### src/rtl/demux_reg_bank_4x4.sv
// demux_reg_bank_4x4
//
// Registered 1:4 write demultiplexer feeding four 4-bit registers (a, b, c, d).
// A write is accepted under a valid/ready handshake. The destination and data are
// held for one cycle (HOLD) while a one-hot strobe addresses the target register.
// The register loads at the edge ending HOLD, and wr_done pulses in the following cycle.
//
// Ports:
//   clk        in  clock, rising edge
//   rst        in  synchronous active-high reset
//   wr_valid   in  write request present
//   wr_ready   out request can be accepted this cycle
//   sel1/sel0  in  destination select {sel1, sel0}: 00=a 01=b 10=c 11=d
//   din        in  write data
//   clr        in  synchronous clear of all four registers
//   en_onehot  out write strobe {d,c,b,a}, nonzero only in HOLD
//   wr_done    out one-cycle pulse after a committed write
//   q_a..q_d   out register contents
module demux_reg_bank_4x4 (
  input  logic       clk,
  input  logic       rst,
  input  logic       wr_valid,
  output logic       wr_ready,
  input  logic       sel1,
  input  logic       sel0,
  input  logic [3:0] din,
  input  logic       clr,
  output logic [3:0] en_onehot,
  output logic       wr_done,
  output logic [3:0] q_a,
  output logic [3:0] q_b,
  output logic [3:0] q_c,
  output logic [3:0] q_d
);

  localparam logic StIdle = 1'b0;
  localparam logic StHold = 1'b1;

  logic       state_q, state_d;
  logic [1:0] sel_h_q, sel_h_d;
  logic [3:0] din_h_q, din_h_d;
  logic       wr_done_q, wr_done_d;
  logic [3:0] q_a_q, q_a_d;
  logic [3:0] q_b_q, q_b_d;
  logic [3:0] q_c_q, q_c_d;
  logic [3:0] q_d_q, q_d_d;
  logic       accept;

  assign wr_ready = (state_q == StIdle) & ~clr & ~rst;
  assign accept   = wr_valid & wr_ready;

  always_comb begin
    en_onehot = 4'b0000;
    if (state_q == StHold) begin
      unique case (sel_h_q)
        2'b00: en_onehot = 4'b0001;
        2'b01: en_onehot = 4'b0010;
        2'b10: en_onehot = 4'b0100;
        2'b11: en_onehot = 4'b1000;
        default: en_onehot = 4'b0000;
      endcase
    end
  end

  always_comb begin
    state_d   = state_q;
    sel_h_d   = sel_h_q;
    din_h_d   = din_h_q;
    wr_done_d = 1'b0;
    q_a_d     = q_a_q;
    q_b_d     = q_b_q;
    q_c_d     = q_c_q;
    q_d_d     = q_d_q;

    if (clr) begin
      // Clear wins over a pending commit: the held write is dropped.
      state_d = StIdle;
      q_a_d   = 4'h0;
      q_b_d   = 4'h0;
      q_c_d   = 4'h0;
      q_d_d   = 4'h0;
    end else if (state_q == StHold) begin
      if (en_onehot[0]) q_a_d = din_h_q;
      if (en_onehot[1]) q_b_d = din_h_q;
      if (en_onehot[2]) q_c_d = din_h_q;
      if (en_onehot[3]) q_d_d = din_h_q;
      wr_done_d = 1'b1;
      state_d   = StIdle;
    end else if (accept) begin
      sel_h_d = {sel1, sel0};
      din_h_d = din;
      state_d = StHold;
    end
  end

  always_ff @(posedge clk) begin
    if (rst) begin
      state_q   <= StIdle;
      sel_h_q   <= 2'b00;
      din_h_q   <= 4'h0;
      wr_done_q <= 1'b0;
      q_a_q     <= 4'h0;
      q_b_q     <= 4'h0;
      q_c_q     <= 4'h0;
      q_d_q     <= 4'h0;
    end else begin
      state_q   <= state_d;
      sel_h_q   <= sel_h_d;
      din_h_q   <= din_h_d;
      wr_done_q <= wr_done_d;
      q_a_q     <= q_a_d;
      q_b_q     <= q_b_d;
      q_c_q     <= q_c_d;
      q_d_q     <= q_d_d;
    end
  end

  assign wr_done = wr_done_q;
  assign q_a     = q_a_q;
  assign q_b     = q_b_q;
  assign q_c     = q_c_q;
  assign q_d     = q_d_q;

endmodule

### config.mk
export PLATFORM = sky130hd
export DESIGN_NAME = demux_reg_bank_4x4
export DESIGN_NICKNAME = d
export VERILOG_FILES = /design/src/rtl/demux_reg_bank_4x4.sv
export SDC_FILE = /design/constraint.sdc
export NUM_CORES = 1
export LEC_CHECK = 0
export BUFFER_PORTS_ARGS = -buffer_cell sky130_fd_sc_hd__buf_4
export CAP_MARGIN = 20
export CORE_MARGIN = 2
export CORE_UTILIZATION = 41
export DETAILED_ROUTE_END_ITERATION = 6
export PLACE_DENSITY = 0.7
export SETUP_SLACK_MARGIN = 0.1
export SYNTH_ARGS = -nofsm -noshare
export SYNTH_HDL_FRONTEND = slang
export SYNTH_SLANG_ARGS = --single-unit
### constraint.sdc
create_clock -name clk -period 1.28 [get_ports clk]
set_input_delay 0.256 -clock clk [delete_from_list [all_inputs] [get_ports clk]]
set_output_delay 0.256 -clock clk [all_outputs]
set_load 0.05 [all_outputs]
---- After elaboration in Yosys (flattened, before gate mapping) ----
Cells that the tools add are included.
word-level totals
  register bits ........................... 24
  input port bits ......................... 10
  output and inout bits ................... 22
  word-level logic and storage cells ...... 29
cells by class
  equality and inequality tests ........... 3
  multiplexer cells ....................... 4
  bitwise operators ....................... 6
  reductions and logical operators ........ 8
operators by type and width
  kind                  number
  $pmux W4 S4           1
  $reduce_and A2 Y1     4
  $eq A2 B2 Y1 const B  2
  $mux W4               1
  $and A1 B1 Y1         3
  $not A1 Y1            3
  $reduce_and A3 Y1     1
  $reduce_or A3 Y1      1
  $eq A2 B1 Y1 const B  1
  $logic_not A2 Y1      1
  $mux W1               2
  $reduce_or A2 Y1      1

---- Depth between registers and ports, before layout ----
  depth after elaboration ................. 5
  mapped depth ............................ 4

---- Least setup slack after synthesis ----
No wires, ideal clock.
  path kind ............................... input -> output
  from .................................... input port rst
  to ...................................... output port wr_ready
  arrival time ............................ 1,692 ps
  data required time ...................... 1,024 ps
  path slack .............................. -668 ps
  stages .................................. 3
  path buffers ............................ 2
  cells stage by stage .................... clkbuf_1 > clkbuf_1 > nor3_1
between the ends
  cells in the longest elaborated chain, start to end .. 2
ends and longest elaborated chain
  what           RTL line  source
  from (decl)    21        input logic rst,
  $not A1 Y1     49        assign wr_ready = (state_q == StIdle) & ~clr & ~rst;
  $and A1 B1 Y1  49
  to (decl)      23        output logic wr_ready,
Every way passes these cells.

---- Worst setup path in the final report ----
  from .................................... register state_q
  to ...................................... register sel_h_q[0]
between the ends
  cells in the longest elaborated chain, start to end .. 5
ends and longest elaborated chain
  what                           RTL line  source
  from (decl)                    39        logic state_q, state_d;
  from (signal assigned)         98        state_q <= StIdle;
  from (signal assigned)         107       state_q <= state_d;
  $not A1 Y1 (no line) *         -
  $and A1 B1 Y1 (2 in a row)     49
  $and A1 B1 Y1                  50        assign accept = wr_valid & wr_ready;
  $reduce_and A3 Y1 (no line) *  -
  to (signal assigned)           108       sel_h_q <= sel_h_d;
  to (decl)                      40        logic [1:0] sel_h_q, sel_h_d;
Mark *: on every way between the ends. The rest lies on a longest branch, timed or not.
A chain may end at the register's enable or synchronous reset.

==> results.toml <==
[status]
outcome = "finished with violations"
violations = "setup timing"

[sta]
tightest_slew_ns = 0.224
min_period_ns = 1.46
finalCritPeriodShare_pct = 114
rsz0062_at_grt = "yes"
holdWs_ns = 0.159
setup_tns_ns = -1.50
fmax_ghz = 0.686
fin_skew_ns = 0.0125
finalMaxSlewViolations = 0
final-hold-violation-count = 0
fin_ws_ns = -0.178
relSlewSlack_pct = 85.0
setup_viol = 11

[placed_design]
dp.cells = 152
io_buffers = 31
gp_congestion = 0.689
post_dp_cell_area_sq_mm = 0.00138
dp_hpwl_um = 1600

[floorplan]
ios = 32
start_util_pct = 43.1
fp.dieW_um = 54.8
die_area_sq_mm = 0.00300
dieHeight_um = 54.8
rows = 18
core_area_sq_mm = 0.00245

[final_layout]
diodes = 0
fin_cells = 157
drive_above_1_share_pct = 70.9
finalInstanceArea_sq_mm = 0.00146
nNetsFinal = 138
final_common_cell = "buf_4"
layout_common_cells = "34 x buf_4, 20 x or3b_2, 16 x mux2i_1"
area_delta_synth_final_pct = 38.2

[grt]
grt_pass1_wl_um = 3410
antenna_found_initial = 0
grt_use_total_pct = 16.0
grt_pass1_vias = 710
grt_max_degree = 25
grt_overflow = 0

[clock_tree]
cts-root-buf = "clkbuf_4"
cts_tree = "built"
h-tree-depth = 1
clkTransAtPathRegs_ns = 0.13
clk_latency_ns = 0.31
clockBufferDepth = 2
cts_made_buffers = 3
postCtsHoldBufs = 0
cts.sinks = 24

[worst_setup_path]
endpoint = "sel_h_q[0]$_SDFFE_PP0P_"
ff2ff_path_depth = 3
crit_path_end_kind = "register"
r2r_setup_slack_ns = -0.18
crit_cells = 3
r2r-start = "state_q$_SDFF_PP0_"
cp_data_required_time_ns = 1.48
crit_family = "simple AND/OR/NAND/NOR gates"
arrival_ns = 1.66
crit_chain = "buf_4, or4b_4, mux2_4"
crit_path_max_incr_delay_ns = 0.56
crit_type = "register to register"
worst-path-max-fanout = 7
cp_num_buf_inv = 1
slowest_stage = "or4b_4"
startpoint = "state_q$_SDFF_PP0_"
cp-start-kind = "register"
r2r-end = "sel_h_q[0]$_SDFFE_PP0P_"

[drt]
via_per_inst = 4.78
drtPass1Iterations = 4
drt-initial-drc-count = 2
wl_met1_um = 1010
drcViolationCount = 0
met3_wirelength_um = 92
wl_met2_um = 1010
wl_per_cell_um = 13.6
vias = 751
ant_nets = 0
finalWirelength_um = 2130
maxUsedRoutingLayer = "met4"

[synth]
synth_top_area_cell = "dfxtp_1"
ys_seq_elements = 24
synth_cell_types = 14
synthTopCellsByArea = "dfxtp_1 45%, or3b_2 17%, mux2i_1 15%, mux2_4 8.5%, nor2b_1 3.5%"
postSynthCellCount = 90
yosysWarningCount = 0
syn-num-nets = 100
synth_area_sq_mm = 0.00106
synth_seq_area_share_pct = 45.4
synth.top_cell.area_share_pct = 45.4
avgSynthCellArea_sq_um = 11.8

[hold_path]
hold_class = "input port to register"
hp-start = "din[3]"
holdPathStages = 2

[flow_run]
maxCapViolations = 0

[power_and_ir_drop]
leakage_uw = 0.000712
ir_drop_mv = 0.605
power.density_mw_per_mm2 = 884
power breakdown:
group | internal, uW | switching [uW] | total, uW
registers | 760 | 10.6 | 771
logic | 72.3 | 65.9 | 138
clock network | 174 | 210 | 383
cell type report:
type / count / area (sq um)
Fill cell: 220 / 992
Inverter: 4 / 18.8
Tap cell: 30 / 37.5
Sequential cell: 24 / 499
Multi-Input combinational cell: 55 / 544
Clock buffer: 4 / 36.3
Timing Repair Buffer: 40 / 327
sequential cells by signal (all words and copies together) (netlist names):
signal and flops:
q_a 4, q_c 4, din_h_q 4, wr_done 1, state_q 1, q_d 4, q_b 4, sel_h_q 2
layer usage:
metal | track usage, % | vias to the layer above
li1 | - | 385
met1 | 22.6 | 344
met5 | 0 | -
met4 | 6.25 | 0
met2 | 24.2 | 20
met3 | 2.46 | 2
cells in the mapped netlist:
cell,number
nand3b_1,2
clkbuf_1,5
nand3_1,1
dfxtp_1,24
or4b_4,1
or3b_2,20
nor3b_2,1
nor3_1,1
mux2i_1,16
buf_6,2
inv_1,4
nor3b_1,1
mux2_4,6
nor2b_1,6
cells by family (layout without fill, tap and decap cells):
group                  after synthesis  count (layout)  share of synthesized area, %
flip-flops                          24              24                          45.4
buffers and inverters               11              48                          5.32
AND/OR/NAND/NOR                     33              33                          25.6
multiplexers                        22              22                          23.6
what timing repair did:
item                       4_1_cts  5_1_grt
setup endpoints to repair       11       12
resized for setup               11        0
pin swaps                        1        1
buffers inserted                 0        1
stage by stage:
step | worst slack [ns] | util [%] | power (uW)
finish | -0.178 | 59.6 | 1290
global route | -0.227 | 59.6 | 1350
CTS | -0.183 | 59.3 | 1310
detailed placement | -0.158 | 56.4 | 919
global placement | -0.132 | 56.4 | 916
floorplan | -0.152 | - | 875
how the worst min path moves through the flow:
| stage | to |
|---|---|
| 6_report | din_h_q[3]$_SDFFE_PP0P_ |
| 5_1_grt | din_h_q[3]$_SDFFE_PP0P_ |
| 4_1_cts | sel_h_q[1]$_SDFFE_PP0P_ |
| 3_5_place_dp | sel_h_q[1]$_SDFFE_PP0P_ |
| 3_3_place_gp | din_h_q[2]$_SDFFE_PP0P_ |
| 2_1_floorplan | din_h_q[0]$_SDFFE_PP0P_ |
No activity file was read; power rests on OpenSTA's default activity.
